$ cat config.mk
export PLATFORM = sky130hd
export DESIGN_NAME = cache_init_seq
export DESIGN_NICKNAME = d
export VERILOG_FILES = /design/src/rtl/cache_init_seq.sv
export SDC_FILE = /design/constraint.sdc
export NUM_CORES = 1
export LEC_CHECK = 0
export BUFFER_PORTS_ARGS = -buffer_cell sky130_fd_sc_hd__buf_2
export CORE_AREA = 2 2 47 49
export DETAILED_ROUTE_END_ITERATION = 6
export DIE_AREA = 0 0 49 51
export PLACE_DENSITY_LB_ADDON = 0.12
export SYNTH_ARGS = -nofsm -noshare
export SYNTH_HDL_FRONTEND = slang
export SYNTH_SLANG_ARGS = --single-unit
export TNS_END_PERCENT = 20
$ cat constraint.sdc
create_clock -name clk_i -period 1.75 [get_ports clk_i]
set_clock_uncertainty 0.2 [all_clocks]
set_input_delay 0.0875 -clock clk_i [delete_from_list [all_inputs] [get_ports clk_i]]
set_output_delay 0.0875 -clock clk_i [all_outputs]
set_load 0.01 [all_outputs]
$ cat src/rtl/cache_init_seq.sv
`default_nettype none
// ============================================================================
// Module      : cache_init_seq
// Description : Cache maintenance sweep sequencer. After reset it runs an
//               invalidate sweep over every (set, way) pair. It then waits for
//               write-back flush requests and runs a flush sweep for each one,
//               pulsing flush_ack_o when that sweep finishes.
// Revision    : 1.0 - initial release
// ============================================================================
module cache_init_seq #(
   parameter  int IDX_LEN = 6,
   parameter  int N_WAYS  = 4,
   localparam int WAY_LEN = (N_WAYS > 1) ? $clog2(N_WAYS) : 1
) (
   input  logic               clk_i,
   input  logic               rst_ni,
   input  logic               flush_req_i,
   output logic               flush_ack_o,
   output logic               init_done_o,
   output logic               busy_o,
   output logic               req_valid_o,
   input  logic               req_ready_i,
   output logic [IDX_LEN-1:0] req_idx_o,
   output logic [WAY_LEN-1:0] req_way_o,
   output logic               req_wb_o
);

   localparam logic [WAY_LEN-1:0] WAY_LAST = WAY_LEN'(N_WAYS - 1);

   typedef enum logic [1:0] {
      S_INIT  = 2'd0,
      S_IDLE  = 2'd1,
      S_FLUSH = 2'd2,
      S_ACK   = 2'd3
   } state_e;

   state_e             state_q;
   logic [IDX_LEN-1:0] idx_q, idx_d;
   logic [WAY_LEN-1:0] way_q, way_d;
   logic               init_done_q;

   logic sweeping;
   logic hs;
   logic way_last;
   logic idx_last;
   logic term;

   // A request is outstanding only in the two sweep states.
   assign sweeping = (state_q == S_INIT) || (state_q == S_FLUSH);
   assign hs       = sweeping & req_ready_i;
   assign way_last = (way_q == WAY_LAST);
   assign idx_last = &idx_q;
   assign term     = hs & way_last & idx_last;

   // Next counter position: ways first, then sets; holds without a handshake.
   always_comb begin
      idx_d = idx_q;
      way_d = way_q;
      if (hs) begin
         if (way_last) begin
            way_d = '0;
            idx_d = idx_q + 1'b1;
         end else begin
            way_d = way_q + 1'b1;
         end
      end
   end

   // Sweep FSM: counters, state and the sticky init-done flag.
   always_ff @(posedge clk_i or negedge rst_ni) begin
      if (!rst_ni) begin
         state_q     <= S_INIT;
         idx_q       <= '0;
         way_q       <= '0;
         init_done_q <= 1'b0;
      end else begin
         unique case (state_q)
            S_INIT: begin
               if (term) begin
                  state_q     <= S_IDLE;
                  init_done_q <= 1'b1;
                  idx_q       <= '0;
                  way_q       <= '0;
               end else begin
                  idx_q <= idx_d;
                  way_q <= way_d;
               end
            end
            S_IDLE: begin
               idx_q <= '0;
               way_q <= '0;
               if (flush_req_i) begin
                  state_q <= S_FLUSH;
               end
            end
            S_FLUSH: begin
               if (term) begin
                  state_q <= S_ACK;
                  idx_q   <= '0;
                  way_q   <= '0;
               end else begin
                  idx_q <= idx_d;
                  way_q <= way_d;
               end
            end
            S_ACK: begin
               state_q <= S_IDLE;
               idx_q   <= '0;
               way_q   <= '0;
            end
            default: begin
               state_q <= S_INIT;
               idx_q   <= '0;
               way_q   <= '0;
            end
         endcase
      end
   end

   // Outputs decode directly from registered state, so they are glitch-free
   // and take their reset values while rst_ni is low.
   assign req_valid_o = sweeping;
   assign busy_o      = sweeping;
   assign req_wb_o    = (state_q == S_FLUSH);
   assign flush_ack_o = (state_q == S_ACK);
   assign init_done_o = init_done_q;
   assign req_idx_o   = idx_q;
   assign req_way_o   = way_q;

endmodule
`default_nettype wire

==> results of run 1 <==
## worst max-delay path by stage
stage / endpoint / from / cells past startpoint
after floorplan: state_q[1] / state_q[0] / 5
after CTS: req_valid_o / state_q[0] / 5
final: req_idx_o[5] / state_q[0] / 6
after global placement: req_idx_o[5] / state_q[1] / 6
after global routing: req_idx_o[3] / state_q[0] / 6
after detailed placement: state_q[1] / state_q[0] / 5
## cells in the final DEF (no fill, tap or decap), drive strengths merged, types with 2 or more instances in the layout
| cell type | n |
|---|---|
| nor2 | 4 |
| clkbuf | 4 |
| a31oi | 4 |
| dfrtp | 11 |
| inv | 4 |
| ha | 7 |
| nand3 | 4 |
| and3 | 3 |
| a21o | 2 |
| dlygate4sd3 | 3 |
| nand2 | 8 |
| o21ai | 7 |
| nand2b | 2 |
| buf | 19 |
## through the flow
step / hold WS (ps) / instances / power (W) / setup TNS, ps
6_report: 22.6 / 119 / 0.00148 / 0
5_1_grt: 35.5 / 119 / 0.00161 / -42.8
4_1_cts: 27.6 / 119 / 0.00138 / 0
3_5_place_dp: -219 / 112 / 0.00119 / 0
3_3_place_gp: -221 / 112 / 0.00119 / 0
2_1_floorplan: -408 / 66 / 0.000942 / 0
## power by group
| part | leakage (nW) | internal, W | switching (W) |
|---|---|---|---|
| Sequential | 0.143 | 0.000329 | 0.0000807 |
| Combinational | 0.302 | 0.000423 | 0.000471 |
| Clock | 0.0150 | 0.0000881 | 0.0000896 |
## worst reg2reg max path, stage by stage (launching register included)
cell and delay [ps]:
dfrtp_1 430, inv_2 130, ha_4 200, o21ai_0 100, o21a_2 240, a31oi_1 170
a31oi_1 60
## state kept, by name, indices dropped and copies added (netlist names)
name	flops
init_done_o	1
req_way_o	2
req_idx_o	6
state_q	2
## kinds of logic after synthesis
group / synth area share (%)
AOI/OAI and AO/OA: 17.7
muxes: 3.81
and+or+nand+nor: 19.8
DFF: 41.9
buffers and inverters: 3.43
adders and majority gates: 13.3
## metal layers
metal | share of wire [%] | vias to the layer above | GRT usage (%) | wire length [um]
li1 | - | 283 | - | -
met1 | 50 | 254 | 17.6 | 719
met2 | 47 | 9 | 19.6 | 679
met3 | 2.6 | 2 | 2.63 | 38
met4 | 0.96 | 0 | 5.71 | 14
met5 | 0 | - | 0 | 0
## what timing repair did
item / CTS / global route
hold endpoints to repair: 14 / 0
setup endpoints to repair: 0 / 7
hold buffers: 3 / 0
gates resized for setup: 0 / 11
## layout make-up
class	instances	area [um^2]
Fill cell	218	1170
Multi-Input combinational cell	50	405
Sequential cell	11	277
Timing Repair Buffer	22	133
Tap cell	28	35.0
Clock buffer	4	26.3
Inverter	4	15.0
==> reports/qor.txt, run 1 <==
Top cells by count, synth = 11 x dfrtp_1, 8 x nand2_1, 7 x ha_1, 7 x o21ai_0
Crit Path Max Fanout = 5
Largest net degree at the start of global routing = 12
Largest area contributor in the netlist = dfrtp_1
Pre-Repair DR Iteration Count = 4
Portion of the post-synthesis area used by sequential elements = 41.9%
Ratio of cells with drive above 1 in the final layout = 42.9%
Maximum number of buffers from clock root to sink = 2
Die area = 2500 um^2
DRC violation total after the first TritonRoute iteration = 10
Number of register bits inferred by synthesis = 11
Post-Syn Instances = 66
Post-CTS Repair Setup Buffers = 0
Share of flip-flops with an asynchronous set or reset = 100%
Number of buffer cells added on primary ports = 16
Global-route usage over all layers = 12.9%
Type of the worst min-delay path = in2async
Antenna-violating nets left = 0
Number of remaining DRC errors = 0
Routed length per placed instance = 12.2 um
Buf/Inv on CP = 1
Outcome = completed
Sinks on Clock Net = 11
Max Slew Vio Count = 0
Post-layout minimum cycle time = 1660 ps
Clock tree from TritonCTS = yes
Mean instance size in the synthesized netlist = 9.95 um^2
Total Routed Length = 1.45 mm
Clock latency on the worst-skew pair = 270 ps
Number of cells on the worst reg-to-reg path = 6
Cell with the most instances after synthesis = dfrtp_1
Starting density of the core = 31.8%
Root Buffer Master = clkbuf_4
Setup Viol. Count Final = 0
Final std cell area, no fill = 891 um^2
Cell variety after synth = 24
Net Count, Synth = 77
# Max-Cap Violations = 0
Total clock buffers created by CTS = 3
Required time at the endpoint of the critical path = 1690 ps
Top cell family by delay on the critical path = compound AO/OA/AOI/OAI gates
Wire length of the first global-routing pass = 2.42 mm
Share of the cycle needed by the critical path after routing = 95.1%
Antenna diode instance count = 0
Leakage power summed over all cells = 0.460 nW
Critical path startpoint category = flip-flop
Critical path arrival = 1610 ps
Final core area utilization = 43.2%
Global placement routability congestion = 0.745
Site row count = 17
Synthesis-to-layout area growth = 35.6%
Vertical die dimension = 51 um
Placed cell area = 787 um^2
Average via count per standard cell = 4.61
Ports placed on the boundary = 17
Type of destination of the critical path = flip-flop
Origin of the critical flop-to-flop path = state_q[0]
DP Worst Slack = 53.3 ps
Post-detail-place hpwl = 1.05 mm
Number of H-tree branching levels = 1
Net count reported at finish = 103
Start-to-end type of the worst setup path = reg2reg
Capture instance of the worst register-to-register path = req_idx_o[5]
Number of vias in the routed layout = 548
Initial antenna violation count = 0
Cell-by-cell trace of the critical path = inv_2 -> ha_4 -> o21ai_0 -> o21a_2 -> a31oi_1 -> a31oi_1
Number of enable flip-flop cells after synthesis = 0
Worst max-slew margin expressed relative to the limit = 81.5%
Core region area = 2060 um^2
Pwr Density = 1660 nW/um^2
Register-to-register setup slack = 90 ps
Primary FF master, synth = dfrtp_1
Setup ws final = 85.5 ps
Max Clk Rate = 601 MHz
Crit path top cell by count = a31oi_1
Slowest stage cell, crit path = dfrtp_1
Delay of the slowest critical-path stage = 430 ps
Peak ir drop on the vdd network = 0.806 mV
Reg clk slew, reported paths = 80 ps
Width of the die = 49 um
Proportion of netlist area held by the largest area contributor = 41.9%
Total of warnings raised by yosys = 0
Vias in the first global route = 565
Post-Syn Area = 657 um^2
Overflow left after global routing = 0
Slew at the pin with the worst max-slew slack = 277 ps
Dominant cells by area after synthesis = dfrtp_1 42%, ha_1 13%, o21ai_0 5.3%, nand2_1 4.6%, a31oi_1 3.8%
Hold violation total from the final report = 0
No activity file was read; power rests on OpenSTA's default activity.
==> inputs of run 2 (changes only) <==
GPL_ROUTABILITY_DRIVEN = 0   (was unset)
clock period = 1.81 ns   (was 1.75 ns; I/O delays follow)
==> run 2 against run 1 <==
Effect of this change:
- maximum frequency decreased by 3.0%
- count of clock-buffer cells in the layout unchanged
- largest cell class unchanged
- register-to-register slack about the same
- highest routed layer unchanged
- sequential power down 5.6%
- critical path depth fell by 1
- critical endpoint is now state_q[1]
==> reports/qor.txt, run 2 (same netlist as run 1, synthesis figures left out) <==
Outcome = completed
Cell-by-cell trace of the critical path = inv_1 -> ha_1 -> inv_1 -> o22ai_2 -> mux2_4
DRC violation total after the first TritonRoute iteration = 3
Clock tree from TritonCTS = yes
Origin of the critical flop-to-flop path = state_q[1]
Initial antenna violation count = 0
Total clock buffers created by CTS = 3
Net count reported at finish = 103
Overflow left after global routing = 0
Antenna diode instance count = 0
Critical path startpoint category = flip-flop
Critical path arrival = 1680 ps
RSZ-0062 raised after global routing = true
Ports placed on the boundary = 17
Required time at the endpoint of the critical path = 1770 ps
Core region area = 2060 um^2
Final core area utilization = 42.2%
Crit path top cell by count = inv_1
Clock latency on the worst-skew pair = 270 ps
Vertical die dimension = 51 um
Number of remaining DRC errors = 0
Capture instance of the worst register-to-register path = state_q[1]
Number of buffer cells added on primary ports = 16
Total Routed Length = 1.47 mm
Number of H-tree branching levels = 1
Type of destination of the critical path = flip-flop
Pwr Density = 1610 nW/um^2
Setup Viol. Count Final = 0
Max Slew Vio Count = 0
# Max-Cap Violations = 0
Share of the cycle needed by the critical path after routing = 94.8%
Final setup TNS = 0 ps
Post-layout minimum cycle time = 1720 ps
Wire length of the first global-routing pass = 2.53 mm
Number of vias in the routed layout = 553
Slew at the pin with the worst max-slew slack = 254 ps
Antenna-violating nets left = 0
Highest-count cells in the layout ignoring fill and taps = 16 x buf_2, 11 x dfrtp_1, 8 x nand2_1
Average via count per standard cell = 4.65
Maximum number of buffers from clock root to sink = 2
Leakage power summed over all cells = 0.461 nW
Synthesis-to-layout area growth = 32.6%
Register-to-register setup slack = 90 ps
Sinks on Clock Net = 11
Worst max-slew margin expressed relative to the limit = 83.0%
Routed length per placed instance = 12.4 um
Peak ir drop on the vdd network = 0.879 mV
Post-detail-place hpwl = 1.15 mm
Largest net degree at the start of global routing = 12
Ratio of cells with drive above 1 in the final layout = 40.7%
Commonest non-fill, non-tap cell in the layout = buf_2
Type of the worst min-delay path = in2async
Root Buffer Master = clkbuf_4
Starting density of the core = 31.8%
DP Worst Slack = 35.7 ps
Max Clk Rate = 583 MHz
Setup ws final = 93.8 ps
Delay of the slowest critical-path stage = 420 ps
Pre-Repair DR Iteration Count = 3
Vias in the first global route = 553
Hold violation total from the final report = 0
Start-to-end type of the worst setup path = reg2reg
Slowest stage cell, crit path = dfrtp_1
Width of the die = 49 um
Crit Path Max Fanout = 4
Site row count = 17
Reg clk slew, reported paths = 80 ps
Die area = 2500 um^2
Largest register FFs = 6
Global-route usage over all layers = 13.8%
Number of cells on the worst reg-to-reg path = 5
-- run 2: cell count changes in the layout (fill, tap and decap cells not counted) --
cell       previous run  this run
dfrtp_1              10        11
dfrtp_2               1         0
ha_1                  4         5
ha_4                  2         1
inv_1                 2         3
inv_2                 2         1
nor4_1                1         0
nor4_2                0         1
o2bb2ai_2             0         1
o2bb2ai_4             1         0
-- run 2: per-layer routing --
metal	wire length, um	part of all wire (%)	GRT usage, %
met5	0	0	0
met4	16	1.1	10.0
met3	39	2.7	1.75
met2	755	51	24.0
met1	658	45	15.8
-- run 2: critical path, delay by kind of cell, from the launching register on --
family / cells / cell delay, ps
mux: 1 / 330
fa+ha+maj: 1 / 220
compound gates: 1 / 230
flops: 1 / 420
buf+inv: 2 / 200
-- run 2: worst max-delay path by stage --
stage,startpoint,to,slack [ps],cells after the start
after global routing,state_q[0],req_idx_o[3],-40,6
after CTS,state_q[0],req_valid_o,10,5
after global placement,state_q[0],state_q[1],70,5
final,state_q[1],state_q[1],90,5
after detailed placement,state_q[0],state_q[1],40,5
after floorplan,state_q[0],state_q[1],180,5
-- run 2: per-stage QoR --
| stage | hold slack [ps] | power, W | std cells | instance area, um^2 |
|---|---|---|---|---|
| after floorplan | -405 | 0.000911 | 66 | 657 |
| after global placement | -218 | 0.00116 | 112 | 787 |
| after detailed placement | -215 | 0.00117 | 112 | 787 |
| after CTS | 22.5 | 0.00135 | 119 | 843 |
| after global routing | 44.1 | 0.00154 | 119 | 871 |
| final | 12.0 | 0.00140 | 119 | 871 |
-- run 2: where the power goes --
part	internal, W	switching, W	leakage [nW]	total, W
logic	0.000389	0.000451	0.302	0.000840
registers	0.000316	0.0000706	0.144	0.000387
clock network	0.0000853	0.0000907	0.0150	0.000176
total	0.000790	0.000612	0.461	0.00140
-- run 2: what timing repair did --
item	in CTS	in global routing
hold endpoints to repair	14	0
endpoints found under the setup margin	0	7
setup buffers	0	0
hold buffers	3	0
resized for setup	0	7
-- run 2: final cells by class --
type	count	area [um^2]
fill	214	1190
multi-input combinational	50	387
sequential	11	275
timing repair buffer	22	133
tap	28	35.0
clock buffer	4	26.3
inverter	4	15.0
